`src/rtl/sipo_pkg.sv`:
```
// Shared constants and types for the serial-to-parallel deserialiser.
package sipo_pkg;

    localparam int unsigned DEFAULT_WIDTH = 8;

    typedef enum logic [0:0] {
        SIPO_LSB_FIRST = 1'b0,
        SIPO_MSB_FIRST = 1'b1
    } sipo_order_e;

endpackage

```
`src/rtl/sipo_deser_if.sv`:
```
// Serial input / parallel output bundle for sipo_deser; the slave modport is the deserialiser side.
interface sipo_deser_if
    import sipo_pkg::*;
#(
    parameter int unsigned WIDTH = DEFAULT_WIDTH
);
    localparam int unsigned CNT_W = $clog2(WIDTH + 1);

    logic             serial_in;
    logic             serial_valid;
    logic [WIDTH-1:0] parallel_out;
    logic             out_valid;
    logic             out_ready;
    logic [CNT_W-1:0] bit_count;
    logic             overrun;

    modport master (
        output serial_in,
        output serial_valid,
        output out_ready,
        input  parallel_out,
        input  out_valid,
        input  bit_count,
        input  overrun
    );

    modport slave (
        input  serial_in,
        input  serial_valid,
        input  out_ready,
        output parallel_out,
        output out_valid,
        output bit_count,
        output overrun
    );

endinterface

```
`src/rtl/sipo_out_buf.sv`:
```
// One-entry valid/ready holding register; reports a load that arrives while the entry is
// occupied and not being drained.
module sipo_out_buf #(
    parameter int unsigned WIDTH = 8
) (
    input  logic             clk,
    input  logic             rst,
    input  logic             flush_i,
    input  logic             load_i,
    input  logic [WIDTH-1:0] load_data_i,
    input  logic             out_ready_i,
    output logic [WIDTH-1:0] parallel_out_o,
    output logic             out_valid_o,
    output logic             full_drop_o
);

    logic [WIDTH-1:0] data_q, data_d;
    logic             valid_q, valid_d;
    logic             free;

    always_comb begin
        // Pass-through: a word leaving on this edge frees the slot for the incoming one.
        free        = !valid_q || out_ready_i;
        full_drop_o = load_i && !free;
        data_d      = data_q;
        valid_d     = valid_q;
        if (load_i && free) begin
            data_d  = load_data_i;
            valid_d = 1'b1;
        end else if (valid_q && out_ready_i) begin
            valid_d = 1'b0;
        end
    end

    always_ff @(posedge clk or posedge rst) begin
        if (rst) begin
            data_q  <= '0;
            valid_q <= 1'b0;
        end else if (flush_i) begin
            data_q  <= '0;
            valid_q <= 1'b0;
        end else begin
            data_q  <= data_d;
            valid_q <= valid_d;
        end
    end

    assign parallel_out_o = data_q;
    assign out_valid_o    = valid_q;

endmodule

```
`src/rtl/sipo_deser.sv`:
```
// Serial-to-parallel deserialiser: shift register, bit counter and sticky overrun flag in front
// of a one-word output holding register.
module sipo_deser
    import sipo_pkg::*;
#(
    parameter int unsigned WIDTH     = DEFAULT_WIDTH,
    parameter bit          MSB_FIRST = 1'b1
) (
    input logic        clk,
    input logic        rst,
    input logic        flush,
    sipo_deser_if.slave bus
);

    localparam int unsigned CNT_W = $clog2(WIDTH + 1);

    logic [WIDTH-1:0] shift_q, shift_d;
    logic [WIDTH-1:0] word;
    logic [CNT_W-1:0] count_q, count_d;
    logic             ovr_q, ovr_d;
    logic             complete;
    logic             full_drop;

    always_comb begin
        // The word including the incoming bit, used both as next shift state and on completion.
        if (MSB_FIRST) begin
            word = {shift_q[WIDTH-2:0], bus.serial_in};
        end else begin
            word = {bus.serial_in, shift_q[WIDTH-1:1]};
        end
        complete = bus.serial_valid && (count_q == CNT_W'(WIDTH - 1));
        shift_d  = shift_q;
        count_d  = count_q;
        if (bus.serial_valid) begin
            shift_d = word;
            count_d = complete ? '0 : count_q + 1'b1;
        end
        ovr_d = ovr_q | full_drop;
    end

    always_ff @(posedge clk or posedge rst) begin
        if (rst) begin
            shift_q <= '0;
            count_q <= '0;
            ovr_q   <= 1'b0;
        end else if (flush) begin
            shift_q <= '0;
            count_q <= '0;
            ovr_q   <= 1'b0;
        end else begin
            shift_q <= shift_d;
            count_q <= count_d;
            ovr_q   <= ovr_d;
        end
    end

    sipo_out_buf #(
        .WIDTH (WIDTH)
    ) u_out_buf (
        .clk            (clk),
        .rst            (rst),
        .flush_i        (flush),
        .load_i         (complete),
        .load_data_i    (word),
        .out_ready_i    (bus.out_ready),
        .parallel_out_o (bus.parallel_out),
        .out_valid_o    (bus.out_valid),
        .full_drop_o    (full_drop)
    );

    assign bus.bit_count = count_q;
    assign bus.overrun   = ovr_q;

endmodule

```
`src/flat_wrapper.sv`:
```
// flat-port wrapper written by rule: the top's interface ports become plain ports
module sipo_deser_flat import sipo_pkg::*;
#(
    parameter int unsigned WIDTH     = DEFAULT_WIDTH,
    parameter bit          MSB_FIRST = 1'b1
)
  (clk, rst, flush, bus_serial_in, bus_serial_valid, bus_out_ready, bus_parallel_out, bus_out_valid, bus_bit_count, bus_overrun);
  sipo_deser_if #(.WIDTH(WIDTH)) bus_i ();
  input logic clk;
  input logic rst;
  input logic flush;
  input wire logic [$bits(bus_i.serial_in)-1:0] bus_serial_in;
  input wire logic [$bits(bus_i.serial_valid)-1:0] bus_serial_valid;
  input wire logic [$bits(bus_i.out_ready)-1:0] bus_out_ready;
  output wire logic [$bits(bus_i.parallel_out)-1:0] bus_parallel_out;
  output wire logic [$bits(bus_i.out_valid)-1:0] bus_out_valid;
  output wire logic [$bits(bus_i.bit_count)-1:0] bus_bit_count;
  output wire logic [$bits(bus_i.overrun)-1:0] bus_overrun;
  assign bus_i.serial_in = bus_serial_in;
  assign bus_i.serial_valid = bus_serial_valid;
  assign bus_i.out_ready = bus_out_ready;
  assign bus_parallel_out = bus_i.parallel_out;
  assign bus_out_valid = bus_i.out_valid;
  assign bus_bit_count = bus_i.bit_count;
  assign bus_overrun = bus_i.overrun;
  sipo_deser #(.WIDTH(WIDTH), .MSB_FIRST(MSB_FIRST)) u_core (.clk(clk), .rst(rst), .flush(flush), .bus(bus_i));
endmodule
```
`config.mk`:
```
export PLATFORM = sky130hd
export DESIGN_NAME = sipo_deser_flat
export DESIGN_NICKNAME = d
export VERILOG_FILES = /design/src/rtl/sipo_pkg.sv /design/src/rtl/sipo_deser_if.sv /design/src/rtl/sipo_out_buf.sv /design/src/rtl/sipo_deser.sv /design/src/flat_wrapper.sv
export SDC_FILE = /design/constraint.sdc
export NUM_CORES = 1
export LEC_CHECK = 0
export CELL_PAD_IN_SITES_DETAIL_PLACEMENT = 1
export CELL_PAD_IN_SITES_GLOBAL_PLACEMENT = 2
export CORE_ASPECT_RATIO = 0.8
export CORE_MARGIN = 8
export CORE_UTILIZATION = 32
export CTS_CLUSTER_DIAMETER = 80
export CTS_CLUSTER_SIZE = 25
export DETAILED_ROUTE_END_ITERATION = 6
export GPL_ROUTABILITY_DRIVEN = 0
export HOLD_SLACK_MARGIN = 0.1
export MAX_ROUTING_LAYER = met4
export PLACE_DENSITY_LB_ADDON = 0.1
export SLEW_MARGIN = 25
export SYNTH_ARGS = -nofsm -noshare
export SYNTH_HDL_FRONTEND = slang
export SYNTH_SLANG_ARGS = --single-unit
```
`constraint.sdc`:
```
create_clock -name clk -period 1.5 [get_ports clk]
set_input_delay 0.45 -clock clk [delete_from_list [all_inputs] [get_ports clk]]
set_output_delay 0.45 -clock clk [all_outputs]
set_load 0.005 [all_outputs]
```
==> impl_metrics.env <==
export IMPL_viasPerCell=4.45
export IMPL_vias=689
export IMPL_core_um2=3000
export IMPL_max_freq_ghz=0.712
export IMPL_drive_above_1_share=0.174
export IMPL_synth_top_family_by_area="simple AND/OR/NAND/NOR gates"
export IMPL_drc_errors=0
export IMPL_synthSimpleGateAreaFrac=0.208
export IMPL_grt_pass1_vias=744
export IMPL_synth_area_per_cell_um2=11.5
export IMPL_grtUsageMet1=0.110
export IMPL_use_met2=0.146
export IMPL_grt_busiest_layer="met2"
export IMPL_wire_per_inst_um=13.9
export IMPL_synthTopCellsByCount="dfrtp_1 (21), nand2b_1 (18), mux2i_1 (16)"
export IMPL_total_power_mw=1.06
export IMPL_post_route_min_period_ps=1400
export IMPL_h_tree_depth=1
export IMPL_synth_distinct_cells=19
export IMPL_synth_fa_ha_area_frac=0.0129
export IMPL_multi_input_area_um2=434
export IMPL_crit_path_cell_trace="buf_4 -> buf_4 -> ha_4 -> nand4b_4 -> nor2b_4 -> buf_12 -> mux2i_1"
export IMPL_cts_path_max_buffers=2
export IMPL_grt_pass1_wl_um=3700
export IMPL_fin_ws_ps=95.0
export IMPL_grt_max_degree=30
export IMPL_cp_data_arrival_time_ps=1590
export IMPL_detail_route_antenna_nets=0
export IMPL_drv_slew=0
export IMPL_drt_iter0_drc=22
export IMPL_cts_sinks=21
export IMPL_cts_buffers=3
export IMPL_cts_root_buffer="clkbuf_8"
export IMPL_worst_path_largest_cell_delay_ps=350
export IMPL_final_min_period_over_clock_period=0.937
export IMPL_start_util=0.323
export IMPL_met3_usage=0.0341
export IMPL_stdcell_area_um2=1360
export IMPL_grt_overflow_total=0
export IMPL_syn_nets=91
export IMPL_cp_start_kind="flop"
export IMPL_synth_area_leaders="dfrtp_1 (54%), mux2i_1 (17%), nand2b_1 (12%), nor2_1 (3.9%), a21oi_1 (1.6%)"
export IMPL_slew_headroom=0.812
export IMPL_critical_path_class="flop to flop"
export IMPL_synthMuxAreaShare=0.165
export IMPL_synth_compound_area_frac=0.0258
export IMPL_die_y_um=65.2
export IMPL_holdPathStages=1
export IMPL_r2r_cells=7
export IMPL_fillers=337
export IMPL_ys_seq_area_frac=0.543
export IMPL_syn_area_um2=968
export IMPL_tightest_slew_ps=282
export IMPL_end_kind="flop"
export IMPL_yosysTopAreaCellShare=0.543
export IMPL_yosysTopAreaCell="dfrtp_1"
export IMPL_place_area_um2=1260
export IMPL_antenna_cells=0
export IMPL_dp_slack_ps=-257
export IMPL_cp_slowest_cell="dfrtp_1"
export IMPL_rows=18
export IMPL_worst_path_most_repeated_cell="buf_4"
export IMPL_finalHoldViolCount=0
export IMPL_design_portCount=20
export IMPL_whs_ps=507
export IMPL_setup_viol=0
export IMPL_num_nets_final=123
export IMPL_drt_total_wl_um=2160
export IMPL_cellLeakagePower_nw=0.695
export IMPL_yosysWarnings=0
export IMPL_cts_tree="yes"
export IMPL_clk_pin_slew_ps=80
export IMPL_synth_most_common_cell="dfrtp_1"
export IMPL_synth_edff_count=0
export IMPL_fin_skew_ps=1.86
export IMPL_final_seq_area_um2=526
export IMPL_dr_pass1_iters=3
export IMPL_cts_hold_buffers=0
export IMPL_portBuffers=19
export IMPL_ir_drop_mv=0.412
export IMPL_worst_ep_required_time_ps=1680
export IMPL_synth_flop_cell="dfrtp_1"
export IMPL_status="complete, no violations"
export IMPL_synthCells=84
export IMPL_antenna_found_initial=0
export IMPL_ys_ff_latch=21
export IMPL_cp_max_fo=8
export IMPL_async_flop_share=1.00
export IMPL_die_area_um2=5050
export IMPL_hold_class="flop to flop"
export IMPL_synthXorXnorAreaFrac=0.00904
export IMPL_dieWidth_um=77.5
export IMPL_place_hpwl_um=1460
export IMPL_syn_to_final_growth_pct=39.9
export IMPL_setup_tns_ps=0
export IMPL_power_density_nw_per_um2=779
export IMPL_track_usage=0.0924
export IMPL_clkLatencyLatePin_ps=260
export IMPL_maxCapViolCount=0
-- metrics by stage --
stage                     utilization  instances
after floorplan                     -         84
after global placement          0.421        146
after detailed placement        0.421        146
after CTS                       0.445        154
after global routing            0.452        155
final                           0.452        155
-- report_power, final --
| part | internal (mW) | total (mW) | switching (mW) | leakage, nW |
|---|---|---|---|---|
| Clock | 0.189 | 0.369 | 0.180 | 0.0228 |
| Combinational | 0.0577 | 0.109 | 0.0510 | 0.381 |
| Sequential | 0.573 | 0.578 | 0.00499 | 0.291 |
| Total | 0.820 | 1.06 | 0.236 | 0.695 |
-- area by class of cell --
type / instances / area share
clock buffers: 4 / 0.0332
multi-input cells: 57 / 0.320
repair buffers: 32 / 0.219
flip-flops and latches: 21 / 0.388
inverters: 1 / 0.00277
well taps: 40 / 0.0369
-- repair_timing --
item,4_1_cts,5_1_grt
gates resized for setup,16,4
setup endpoints to repair,14,8
buffers inserted,4,1
-- cell families after synthesis --
group	Yosys count
and+or+nand+nor	35
DFF	21
muxes	16
buffers and inverters	6
AOI/OAI and AO/OA	4
xor gates and xnor gates	1
adders and majority gates	1
-- flip-flops by register name, indices dropped and copies added, names as in the netlist --
name / cells
u_core.u_out_buf.parallel_out_o: 8
u_core.bus.overrun: 1
u_core.shift_q: 7
u_core.u_out_buf.out_valid_o: 1
u_core.bus.bit_count: 4
-- final timing paths --
kind                                          from                            endpoint  slack (ps)
setup / recovery           u_core.bus.bit_count[0]  u_core.u_out_buf.parallel_out_o[4]         100
hold / removal                  u_core.bus.overrun                  u_core.bus.overrun         510
setup reg to reg           u_core.bus.bit_count[0]  u_core.u_out_buf.parallel_out_o[4]         100
hold reg to reg                 u_core.bus.overrun                  u_core.bus.overrun         510
max in group asynchronous                      rst             u_core.bus.bit_count[0]         740
min in group asynchronous                      rst        u_core.u_out_buf.out_valid_o         530
-- worst max-delay path, delay by kind of cell, from the launching register on --
family / cells / cell delay (ps)
buffers and inverters: 3 / 370
AND/OR/NAND/NOR: 2 / 260
flip-flops: 1 / 350
adder cells (fa/ha/maj): 1 / 160
multiplexers: 1 / 180
-- layer usage --
metal | wire length, um | vias to the layer above
li1 | - | 338
met1 | 1070 | 340
met2 | 996 | 9
met3 | 82 | 2
met4 | 8 | 0
met5 | 0 | -
-- cell usage in the layout (no fill, tap or decap) --
| cell type | netlist | layout |
|---|---|---|
| clkbuf_1 | 2 | 1 |
| nand4b_4 | 0 | 1 |
| a21oi_1 | 3 | 3 |
| nor2b_4 | 0 | 1 |
| buf_12 | 0 | 2 |
| dfrtp_1 | 21 | 21 |
| nand2_1 | 2 | 2 |
| clkbuf_8 | 0 | 3 |
| xor2_1 | 1 | 1 |
| buf_4 | 1 | 12 |
| or3_1 | 1 | 1 |
| mux2i_1 | 16 | 16 |
| inv_1 | 1 | 1 |
| clkdlybuf4s50_1 | 0 | 4 |
| nor2_1 | 10 | 10 |
| ha_4 | 0 | 1 |
| dlymetal6s2s_1 | 0 | 1 |
| o21ba_1 | 1 | 1 |
| nand2b_1 | 18 | 18 |
| nand3b_1 | 1 | 1 |
| dlygate4sd2_1 | 0 | 13 |
| nand4_1 | 1 | 1 |
(Power assumes the default switching activity.)
